===== config.mk =====
export PLATFORM = sky130hd
export DESIGN_NAME = axis_rr_arbiter
export DESIGN_NICKNAME = d
export VERILOG_FILES = /design/src/rtl/axis_rr_arbiter_pkg.sv /design/src/rtl/axis_rr_arbiter_rr_pick.sv /design/src/rtl/axis_rr_arbiter.sv
export SDC_FILE = /design/constraint.sdc
export NUM_CORES = 1
export LEC_CHECK = 0
export ABC_AREA = 1
export CAP_MARGIN = 20
export CORE_MARGIN = 2
export CORE_UTILIZATION = 37
export CTS_CLUSTER_SIZE = 24
export DETAILED_ROUTE_END_ITERATION = 7
export PLACE_DENSITY = 0.79
export SETUP_SLACK_MARGIN = 0.3
export SYNTH_ARGS = -nofsm -noshare
export SYNTH_HDL_FRONTEND = slang
export SYNTH_SLANG_ARGS = --single-unit

===== constraint.sdc =====
create_clock -name clock -period 1.7 [get_ports clock]
set_clock_uncertainty 0.1 [all_clocks]
set_input_delay 0.34 -clock clock [delete_from_list [all_inputs] [get_ports clock]]
set_output_delay 0.34 -clock clock [all_outputs]
set_load 0.01 [all_outputs]

===== src/rtl/axis_rr_arbiter_pkg.sv =====
// Shared types and helpers for the packet-level round-robin AXI-Stream arbiter.
package axis_rr_arbiter_pkg;

  // Arbiter FSM: IDLE waits for a request, XFER holds the grant until tlast.
  typedef enum logic {
    ST_IDLE = 1'b0,
    ST_XFER = 1'b1
  } state_t;

  // Number of byte lanes carried by one beat (at least one lane).
  function automatic int keeps_of(input int width);
    return ((width / 8) > 0) ? (width / 8) : 1;
  endfunction

  // Index width for a given number of ports (at least one bit).
  function automatic int idx_width(input int n);
    return (n > 1) ? $clog2(n) : 1;
  endfunction

endpackage


===== src/rtl/axis_rr_arbiter_rr_pick.sv =====
// Combinational round-robin picker: first request after 'last', wrapping
// around, using the double-width masked priority scan.
module rr_pick
  import axis_rr_arbiter_pkg::*;
#(
  parameter  int INPUTS = 4,
  localparam int IW     = idx_width(INPUTS)
) (
  input  logic [INPUTS-1:0] req,
  input  logic [IW-1:0]     last,
  output logic [INPUTS-1:0] gnt,
  output logic [IW-1:0]     idx,
  output logic              any
);

  logic [INPUTS-1:0]   w_mask;
  logic [2*INPUTS-1:0] w_dbl;
  int                  w_pos;

  // Lower half keeps only requests above 'last'; upper half is the wrapped copy,
  // so the lowest set bit of the doubled vector is the round-robin winner.
  always_comb begin
    w_mask = '0;
    gnt    = '0;
    for (int i = 0; i < INPUTS; i++) begin
      w_mask[i] = (i > int'(last));
    end
    w_dbl = {req, req & w_mask};
    w_pos = 0;
    for (int j = 2*INPUTS-1; j >= 0; j--) begin
      w_pos = w_dbl[j] ? (j % INPUTS) : w_pos;
    end
    any = |req;
    idx = IW'(w_pos);
    for (int k = 0; k < INPUTS; k++) begin
      gnt[k] = any & (k == w_pos);
    end
  end

endmodule


===== src/rtl/axis_rr_arbiter.sv =====
// Packet-level round-robin AXI-Stream arbiter with a registered output stage.
// A grant covers a whole packet; one idle cycle separates consecutive packets.
module axis_rr_arbiter
  import axis_rr_arbiter_pkg::*;
#(
  parameter  int WIDTH  = 8,
  parameter  int INPUTS = 4,
  parameter  int TKEEP  = 0,
  localparam int KEEPS  = keeps_of(WIDTH),
  localparam int ISB    = INPUTS - 1
) (
  input  logic                      clock,
  input  logic                      reset,
  input  logic [INPUTS-1:0]         s_tvalid,
  output logic [INPUTS-1:0]         s_tready,
  input  logic [INPUTS*KEEPS-1:0]   s_tkeep,
  input  logic [INPUTS-1:0]         s_tlast,
  input  logic [INPUTS*WIDTH-1:0]   s_tdata,
  output logic                      m_tvalid,
  input  logic                      m_tready,
  output logic [KEEPS-1:0]          m_tkeep,
  output logic                      m_tlast,
  output logic [WIDTH-1:0]          m_tdata,
  output logic [INPUTS-1:0]         grant_o,
  output logic                      busy_o
);

  localparam int            IW       = idx_width(INPUTS);
  localparam logic [IW-1:0] LAST_RST = IW'(ISB);

  state_t              r_state;
  logic [INPUTS-1:0]   r_grant;
  logic [IW-1:0]       r_gidx;
  logic [IW-1:0]       r_last;
  logic                r_m_tvalid;
  logic                r_m_tlast;
  logic [WIDTH-1:0]    r_m_tdata;

  logic [INPUTS-1:0]   w_gnt;
  logic [IW-1:0]       w_idx;
  logic                w_any;
  logic                w_beat_ok;
  logic                w_acc;
  logic                w_sel_valid;
  logic                w_sel_last;
  logic [WIDTH-1:0]    w_sel_data;
  logic [KEEPS-1:0]    w_sel_keep;

  rr_pick #(.INPUTS(INPUTS)) u_pick (
    .req  (s_tvalid),
    .last (r_last),
    .gnt  (w_gnt),
    .idx  (w_idx),
    .any  (w_any)
  );

  // AND-OR mux selecting the granted source's beat via the registered index.
  always_comb begin
    w_sel_valid = 1'b0;
    w_sel_last  = 1'b0;
    w_sel_data  = '0;
    w_sel_keep  = '0;
    for (int i = 0; i < INPUTS; i++) begin
      w_sel_valid = w_sel_valid | (s_tvalid[i] & (r_gidx == IW'(i)));
      w_sel_last  = w_sel_last  | (s_tlast[i]  & (r_gidx == IW'(i)));
      w_sel_data  = w_sel_data  | (s_tdata[i*WIDTH +: WIDTH] & {WIDTH{r_gidx == IW'(i)}});
      w_sel_keep  = w_sel_keep  | (s_tkeep[i*KEEPS +: KEEPS] & {KEEPS{r_gidx == IW'(i)}});
    end
  end

  // Granted source may push whenever the output register is empty or draining.
  always_comb begin
    if (r_state == ST_XFER) begin
      w_beat_ok = ~r_m_tvalid | m_tready;
    end else begin
      w_beat_ok = 1'b0;
    end
  end

  assign s_tready = w_beat_ok ? r_grant : '0;
  assign w_acc    = w_beat_ok & w_sel_valid;

  // Arbitration FSM: grant in IDLE, release after the accepted tlast beat.
  always_ff @(posedge clock) begin
    if (reset) begin
      r_state <= ST_IDLE;
      r_grant <= '0;
      r_gidx  <= '0;
      r_last  <= LAST_RST;
    end else begin
      case (r_state)
        ST_IDLE: begin
          if (w_any) begin
            r_grant <= w_gnt;
            r_gidx  <= w_idx;
            r_last  <= w_idx;
            r_state <= ST_XFER;
          end else begin
            r_grant <= '0;
          end
        end
        ST_XFER: begin
          if (w_acc && w_sel_last) begin
            r_grant <= '0;
            r_state <= ST_IDLE;
          end else begin
            r_state <= ST_XFER;
          end
        end
        default: begin
          r_grant <= '0;
          r_state <= ST_IDLE;
        end
      endcase
    end
  end

  // Output register: load an accepted beat, drop valid once downstream takes it.
  always_ff @(posedge clock) begin
    if (reset) begin
      r_m_tvalid <= 1'b0;
      r_m_tlast  <= 1'b0;
      r_m_tdata  <= '0;
    end else if (w_acc) begin
      r_m_tvalid <= 1'b1;
      r_m_tlast  <= w_sel_last;
      r_m_tdata  <= w_sel_data;
    end else if (m_tready) begin
      r_m_tvalid <= 1'b0;
    end else begin
      r_m_tvalid <= r_m_tvalid;
    end
  end

  generate
    if (TKEEP != 0) begin : g_keep
      logic [KEEPS-1:0] r_m_tkeep;

      // Keep lanes travel alongside the data beat.
      always_ff @(posedge clock) begin
        if (reset) begin
          r_m_tkeep <= '0;
        end else if (w_acc) begin
          r_m_tkeep <= w_sel_keep;
        end else begin
          r_m_tkeep <= r_m_tkeep;
        end
      end

      assign m_tkeep = r_m_tkeep;
    end else begin : g_nokeep
      logic w_unused_keep;
      assign w_unused_keep = ^w_sel_keep;
      assign m_tkeep       = '0;
    end
  endgenerate

  assign m_tvalid = r_m_tvalid;
  assign m_tlast  = r_m_tlast;
  assign m_tdata  = r_m_tdata;
  assign grant_o  = r_grant;
  assign busy_o   = (r_state == ST_XFER);

endmodule


==> reports/qor.csv, run 1 <==
metric,value,unit
diodes,0,
clock_sinks,19,
power.density,690.2,nW/µm²
die_h,58.92,µm
core_area,2805,µm²
worstPathArrival,1.12,ns
violations,DRC,
synth_area,1116,µm²
synth_top_area_frac,0.3408,
drt_iter0_markers,43,
fp.dieW,58.92,µm
antenna_found_initial,0,
crit_family,flip-flops,
ir_drop,0.0006058,V
rsz0062_at_grt,yes,
tns,0,ns
crit_buf_inv,3,
final_cell_count_no_fill,293,
post_dp_cell_area,1849,µm²
initial_core_util,0.3979,
cp_data_required_time,1.26,ns
path_clk_slew,0.11,ns
slew_violations,0,
design_area,1952,µm²
crit_top_cell,inv_2,
ys_types,19,
yosys.area_share.simple,0.4406,
hold_ws,0.3499,ns
cts_hold_buf,0,
vias_per_cell,4.853,
r2r_end,m_tdata[2],
drt_first_pass_iters,6,
hold_class,in2reg,
drtAntennaViolNets,0,
critPathLaunch,busy_o,
first_global_vias,1256,
io_pins,67,
rows,19,
crit_end,s_tready[1],
htree_num_levels,1,
nNetsFinal,310,
dpl_worst_slack,-0.5103,ns
insertion_delay,0.30,ns
cp_slowest_stage_delay,0.35,ns
cts_made_buffers,3,
crit_fanout,4,
synth_area_leaders,"dfxtp_1 34%, nand2_1 21%, nor2_1 7.7%",
regToRegSetupSlack,0.34,ns
final-seq-area,391.6,µm²
grt_overflow_total,0,
finalSetupViolCount,0,
finalHoldViolations,0,
synth_top_family_by_area,simple AND/OR/NAND/NOR gates,
ys_seq_area_frac,0.3408,
synth_xor_area_frac,0,
startpoint_type,flop,
p_leak,0.9021,nW
cp-end-kind,primary output,
worst_slack,0.1362,ns
synthCells,182,
multi_input_area,668.1,µm²
die_area,3472,µm²
synthAdderAreaFrac,0,
status,"complete, but fails checks",
finalCritPeriodShare,0.9199,
drive_gt1_frac,0.2328,
clockBufferDepth,2,
crit_cells,5,
num-fill-cells,237,
syn_nets,229,
cts_tree,done,
finalWeightedCongestion,0.7775,
yosys_warnings,0,
postSynthAreaPerCell,6.132,µm²
ys_seq_elements,19,
final_util,0.6958,
area_growth,74.89,%
worstReg2RegStart,r_gidx[0],
grtUsageTotal,0.2026,
reg2regPathDepth,9,
place_hpwl,2606,µm
fin_crit,1.564,ns
power,1.347,mW
avgRoutedWirePerCell,12.10,µm
synth_compound_area_frac,0.1009,
muxShareOfSynthArea,0,
slowest_stage,dfxtp_2,
route.vias.total,1422,
maxCapViolCount,0,
port_buffers,61,
yosysTopAreaCell,dfxtp_1,
clk_root_buffer_cell,clkbuf_4,
path_class,reg2out,
grt_pass1_wl,5402,µm
drcViolationCount,6,
path_cells,inv_2 -> a21oi_2 -> inv_2 -> nor2_1 -> buf_2,
wl,3544,µm
dp_cells,286,
grt_max_degree,12,
fmax,0.6395,GHz
[synth_stat cells (all sizes together)]
| cell | number |
|---|---|
| conb | 1 |
| nand3 | 15 |
| clkbuf | 1 |
| nand2 | 64 |
| o21ai | 9 |
| a21oi | 12 |
| buf | 4 |
| a211oi | 1 |
| nor2 | 26 |
| dfxtp | 19 |
| nand4 | 8 |
| clkinv | 1 |
| inv | 21 |
[cells by family after synthesis]
kind of cell	count (synthesis)
buffers and inverters	27
and+or+nand+nor	113
AOI/OAI and AO/OA	22
other	1
DFF	19
[worst min-delay path by stage]
stage / start / end / slack (ns) / cells after the start
final: m_tready / m_tvalid / 0.35 / 4
after global routing: m_tready / m_tvalid / 0.35 / 4
after CTS: m_tready / m_tvalid / 0.33 / 4
after detailed placement: m_tlast / m_tlast / 0.35 / 2
after global placement: m_tlast / m_tlast / 0.34 / 2
after floorplan: reset / r_last[1] / 0.34 / 2
[area by class of cell]
type                    instances  share of cell area
inverters                      22             0.04679
repair buffers                 81              0.3763
multi-input cells             136              0.3423
clock buffers                   3             0.01154
well taps                      31             0.01987
clock inverters                 1            0.002564
flip-flops and latches         19              0.2006
[registers in the layout, summed over array words and instances (netlist names)]
signal / flops
m_tlast: 1
r_last: 2
busy_o: 1
m_tvalid: 1
m_tdata: 8
grant_o: 4
r_gidx: 2
[layer usage]
metal / share of wire / up-vias / track usage
met3: 0.097 / 6 / 0.05934
met2: 0.49 / 57 / 0.3571
met4: 0.012 / 0 / 0.05844
met5: 0 / - / 0
li1: - / 732 / -
met1: 0.40 / 627 / 0.2365
[report_power, final]
part | total [mW] | leakage (nW) | internal, mW | switching (mW)
Combinational | 0.578 | 0.726 | 0.292 | 0.286
Clock | 0.228 | 0.0177 | 0.0876 | 0.140
Sequential | 0.541 | 0.159 | 0.498 | 0.0439
[worst reg2reg max path, stage by stage, from the launching register on]
cell	delay [ns]
dfxtp_4	0.40
nor2_8	0.13
nand2_2	0.05
nand2_1	0.05
inv_1	0.05
nand2_2	0.10
nand2_4	0.07
buf_6	0.15
o21ai_2	0.12
nor2_1	0.05
[placed cells by master, fill, tap and decap left out]
master,instances
o21ai_0,1
buf_6,4
dfxtp_2,3
nand3_2,1
buf_2,5
nor2_8,1
inv_2,3
clkbuf_4,3
conb_1,1
nand4_1,8
dlygate4sd2_1,7
nand2_2,2
nand2_4,1
a21oi_1,10
nor2_1,22
clkdlybuf4s50_1,37
clkbuf_2,1
nor2_2,1
a21oi_2,2
o21ai_2,8
clkinv_2,2
dfxtp_1,14
a211oi_1,1
inv_1,15
nor2_4,2
nand2_1,61
nand3_1,14
dfxtp_4,2
buf_4,17
inv_4,3
clkdlybuf4s15_1,10
[repair_timing]
action                     CTS  global route
buffers inserted             0             3
pin swaps                    2             4
hold endpoints to repair     0             0
gates resized for setup     57            31
setup endpoints to repair   36            30
No activity file was read; power rests on OpenSTA's default activity.
==> run 2: changes to the inputs <==
--- a/config.mk
+++ b/config.mk
@@ -11,6 +11,7 @@
 export CORE_UTILIZATION = 37
 export CTS_CLUSTER_SIZE = 24
 export DETAILED_ROUTE_END_ITERATION = 7
+export GPL_TIMING_DRIVEN = 0
 export PLACE_DENSITY = 0.79
 export SETUP_SLACK_MARGIN = 0.3
 export SYNTH_ARGS = -nofsm -noshare
==> run 2 against run 1 <==
The flow still finishes with violations (DRC). Count of clock-buffer cells in the layout is 1 higher. Critical path depth did not move. Utilization increased by 2.1 points. Sequential cell count unchanged. Fmax decreased by 1.7%. Global-route usage up 0.39 points. First-iteration DRC count increased by 12%. Cell count decreased by 1.0%. Design area grew 3.0%. Clock power increased by 2%. Total power rose by 2.5%. Critical endpoint is now s_tready[0]. Largest power group unchanged.
==> reports/qor.csv, run 2 (synthesis gave the netlist of run 1 again) <==
metric,value,unit,change
cts_hold_buf,0,,unchanged
grtUsageTotal,0.2066,,was 0.2026
clk_root_buffer_cell,clkbuf_4,,unchanged
clock_sinks,19,,unchanged
rows,19,,unchanged
worstPathArrival,1.15,ns,was 1.12 ns
first_global_vias,1250,,was 1256
drcViolationCount,6,,unchanged
p_leak,0.9198,nW,was 0.9021 nW
finalSetupViolCount,0,,unchanged
dpl_worst_slack,-0.5800,ns,was -0.5103 ns
slowest_stage,dfxtp_4,,was dfxtp_2
avgRoutedWirePerCell,12.99,µm,was 12.10 µm
clockBufferDepth,2,,unchanged
final_util,0.7168,,was 0.6958
status,"complete, but fails checks",,unchanged
ir_drop,0.0005479,V,was 0.0006058 V
cts_made_buffers,3,,unchanged
worst_slack,0.1090,ns,was 0.1362 ns
hold_class,in2reg,,unchanged
power.density,686.9,nW/µm²,was 690.2 nW/µm²
area_growth,80.16,%,was 74.89%
startpoint_type,flop,,unchanged
finalHoldViolations,0,,unchanged
fin_crit,1.591,ns,was 1.564 ns
largest_register_ffs,8,,unchanged
maxCapViolCount,0,,unchanged
crit_family,flip-flops,,unchanged
fp.dieW,58.92,µm,unchanged
route.vias.total,1422,,unchanged
hold_ws,0.3665,ns,was 0.3499 ns
crit_fanout,4,,unchanged
drt_first_pass_iters,6,,unchanged
finalWeightedCongestion,0.7466,,was 0.7775
diodes,0,,unchanged
io_pins,67,,unchanged
final-seq-area,392.9,µm²,was 391.6 µm²
cp_data_required_time,1.26,ns,about the same
fmax,0.6285,GHz,was 0.6395 GHz
cp_slowest_stage_delay,0.38,ns,was 0.35 ns
nNetsFinal,307,,was 310
tightest_slew,0.5567,ns,
die_h,58.92,µm,unchanged
antenna_found_initial,0,,unchanged
grt_overflow_total,0,,unchanged
grt_max_degree,11,,was 12
grt_pass1_wl,5547,µm,was 5402 µm
final_cell_mix,"58 x nand2_1, 37 x clkdlybuf4s50_1, 21 x nor2_1, 16 x inv_1, 14 x dlygate4sd2_1",,"was 61 x nand2_1, 37 x clkdlybuf4s50_1, 22 x nor2_1, 17 x buf_4, 15 x inv_1"
place_hpwl,2584,µm,was 2606 µm
num-fill-cells,242,,was 237
path_class,reg2out,,unchanged
path_cells,inv_4 -> a21oi_4 -> inv_2 -> nor2_1 -> buf_2,,was inv_2 -> a21oi_2 -> inv_2 -> nor2_1 -> buf_2
initial_core_util,0.3979,,unchanged
slew_headroom,0.6289,,
cp-end-kind,primary output,,unchanged
slew_violations,0,,unchanged
finalCritPeriodShare,0.9359,,was 0.9199
crit_buf_inv,3,,unchanged
drtAntennaViolNets,0,,unchanged
final_common_cell,nand2_1,,unchanged
cts_tree,done,,unchanged
htree_num_levels,1,,unchanged
wl,3766,µm,was 3544 µm
drive_gt1_frac,0.2548,,was 0.2328
insertion_delay,0.30,ns,about the same
drt_iter0_markers,48,,was 43
die_area,3472,µm²,unchanged
path_clk_slew,0.11,ns,about the same
multi_input_area,733.2,µm²,was 668.1 µm²
violations,DRC,,unchanged
rsz0062_at_grt,yes,,unchanged
core_area,2805,µm²,unchanged
vias_per_cell,4.903,,was 4.853
port_buffers,61,,unchanged
==> run 2: cell count changes in the layout (fill, tap and decap cells not counted), sizes merged <==
cell and change:
clkbuf +1, buf -5, inv +1, clkinv -2
dlygate4sd2 +7, clkdlybuf4s15 -5
==> run 2: path summary, 6_finish.rpt <==
path            endpoint  depth (start not counted)  startpoint  slack, ns
max          s_tready[0]                          5      busy_o       0.11
min             m_tvalid                          4    m_tready       0.37
max reg2reg   m_tdata[1]                         10   r_gidx[0]       0.27
min reg2reg   grant_o[3]                          2  grant_o[3]       0.39
==> run 2: stage by stage <==
stage	cell area (µm²)	total power, mW	cells	TNS (ns)
2_1_floorplan	1117	0.8075	182	0
3_3_place_gp	1767	1.043	274	-3.761
3_5_place_dp	1767	1.049	274	-3.907
4_1_cts	1837	1.279	285	0
5_1_grt	2011	1.462	290	0
6_report	2011	1.381	290	0
==> run 2: worst register-to-register path, delay by kind of cell (launching register included) <==
family | cells | cell delay [ns]
DFF | 1 | 0.34
AOI/OAI and AO/OA | 1 | 0.10
and+or+nand+nor | 6 | 0.49
buffers and inverters | 3 | 0.32
==> run 2: repair_timing <==
item,in CTS,in global routing
setup buffers,7,4
pin swaps,6,8
endpoints found under the setup margin,34,27
cloned,0,1
resized for setup,54,43
==> run 2: report_power, final <==
part	internal, mW	switching (mW)
logic	0.297	0.320
clock network	0.0916	0.141
registers	0.497	0.0344
==> run 2: layout make-up <==
class | instances | area share
multi-input combinational | 136 | 0.3647
tap | 31 | 0.01929
inverter | 22 | 0.04729
sequential | 19 | 0.1954
timing repair buffer | 73 | 0.3342
clock buffer | 4 | 0.01307
buffer | 5 | 0.02614
==> run 2: metal layers <==
layer | share of wire | vias up | track usage
met5 | 0 | - | 0
met4 | 0.0056 | 0 | 0.02922
met3 | 0.072 | 5 | 0.05495
met2 | 0.50 | 45 | 0.3730
met1 | 0.42 | 642 | 0.2497
li1 | - | 730 | -
==> run 3: changes to the inputs <==
--- a/config.mk
+++ b/config.mk
@@ -11,7 +11,7 @@
 export CORE_UTILIZATION = 37
 export CTS_CLUSTER_SIZE = 24
 export DETAILED_ROUTE_END_ITERATION = 7
-export GPL_TIMING_DRIVEN = 0
+export GPL_TIMING_DRIVEN = 1
 export PLACE_DENSITY = 0.79
 export SETUP_SLACK_MARGIN = 0.3
 export SYNTH_ARGS = -nofsm -noshare
==> results of run 3 <==
Final layout, timing and power as in run 1 (identical DEF).
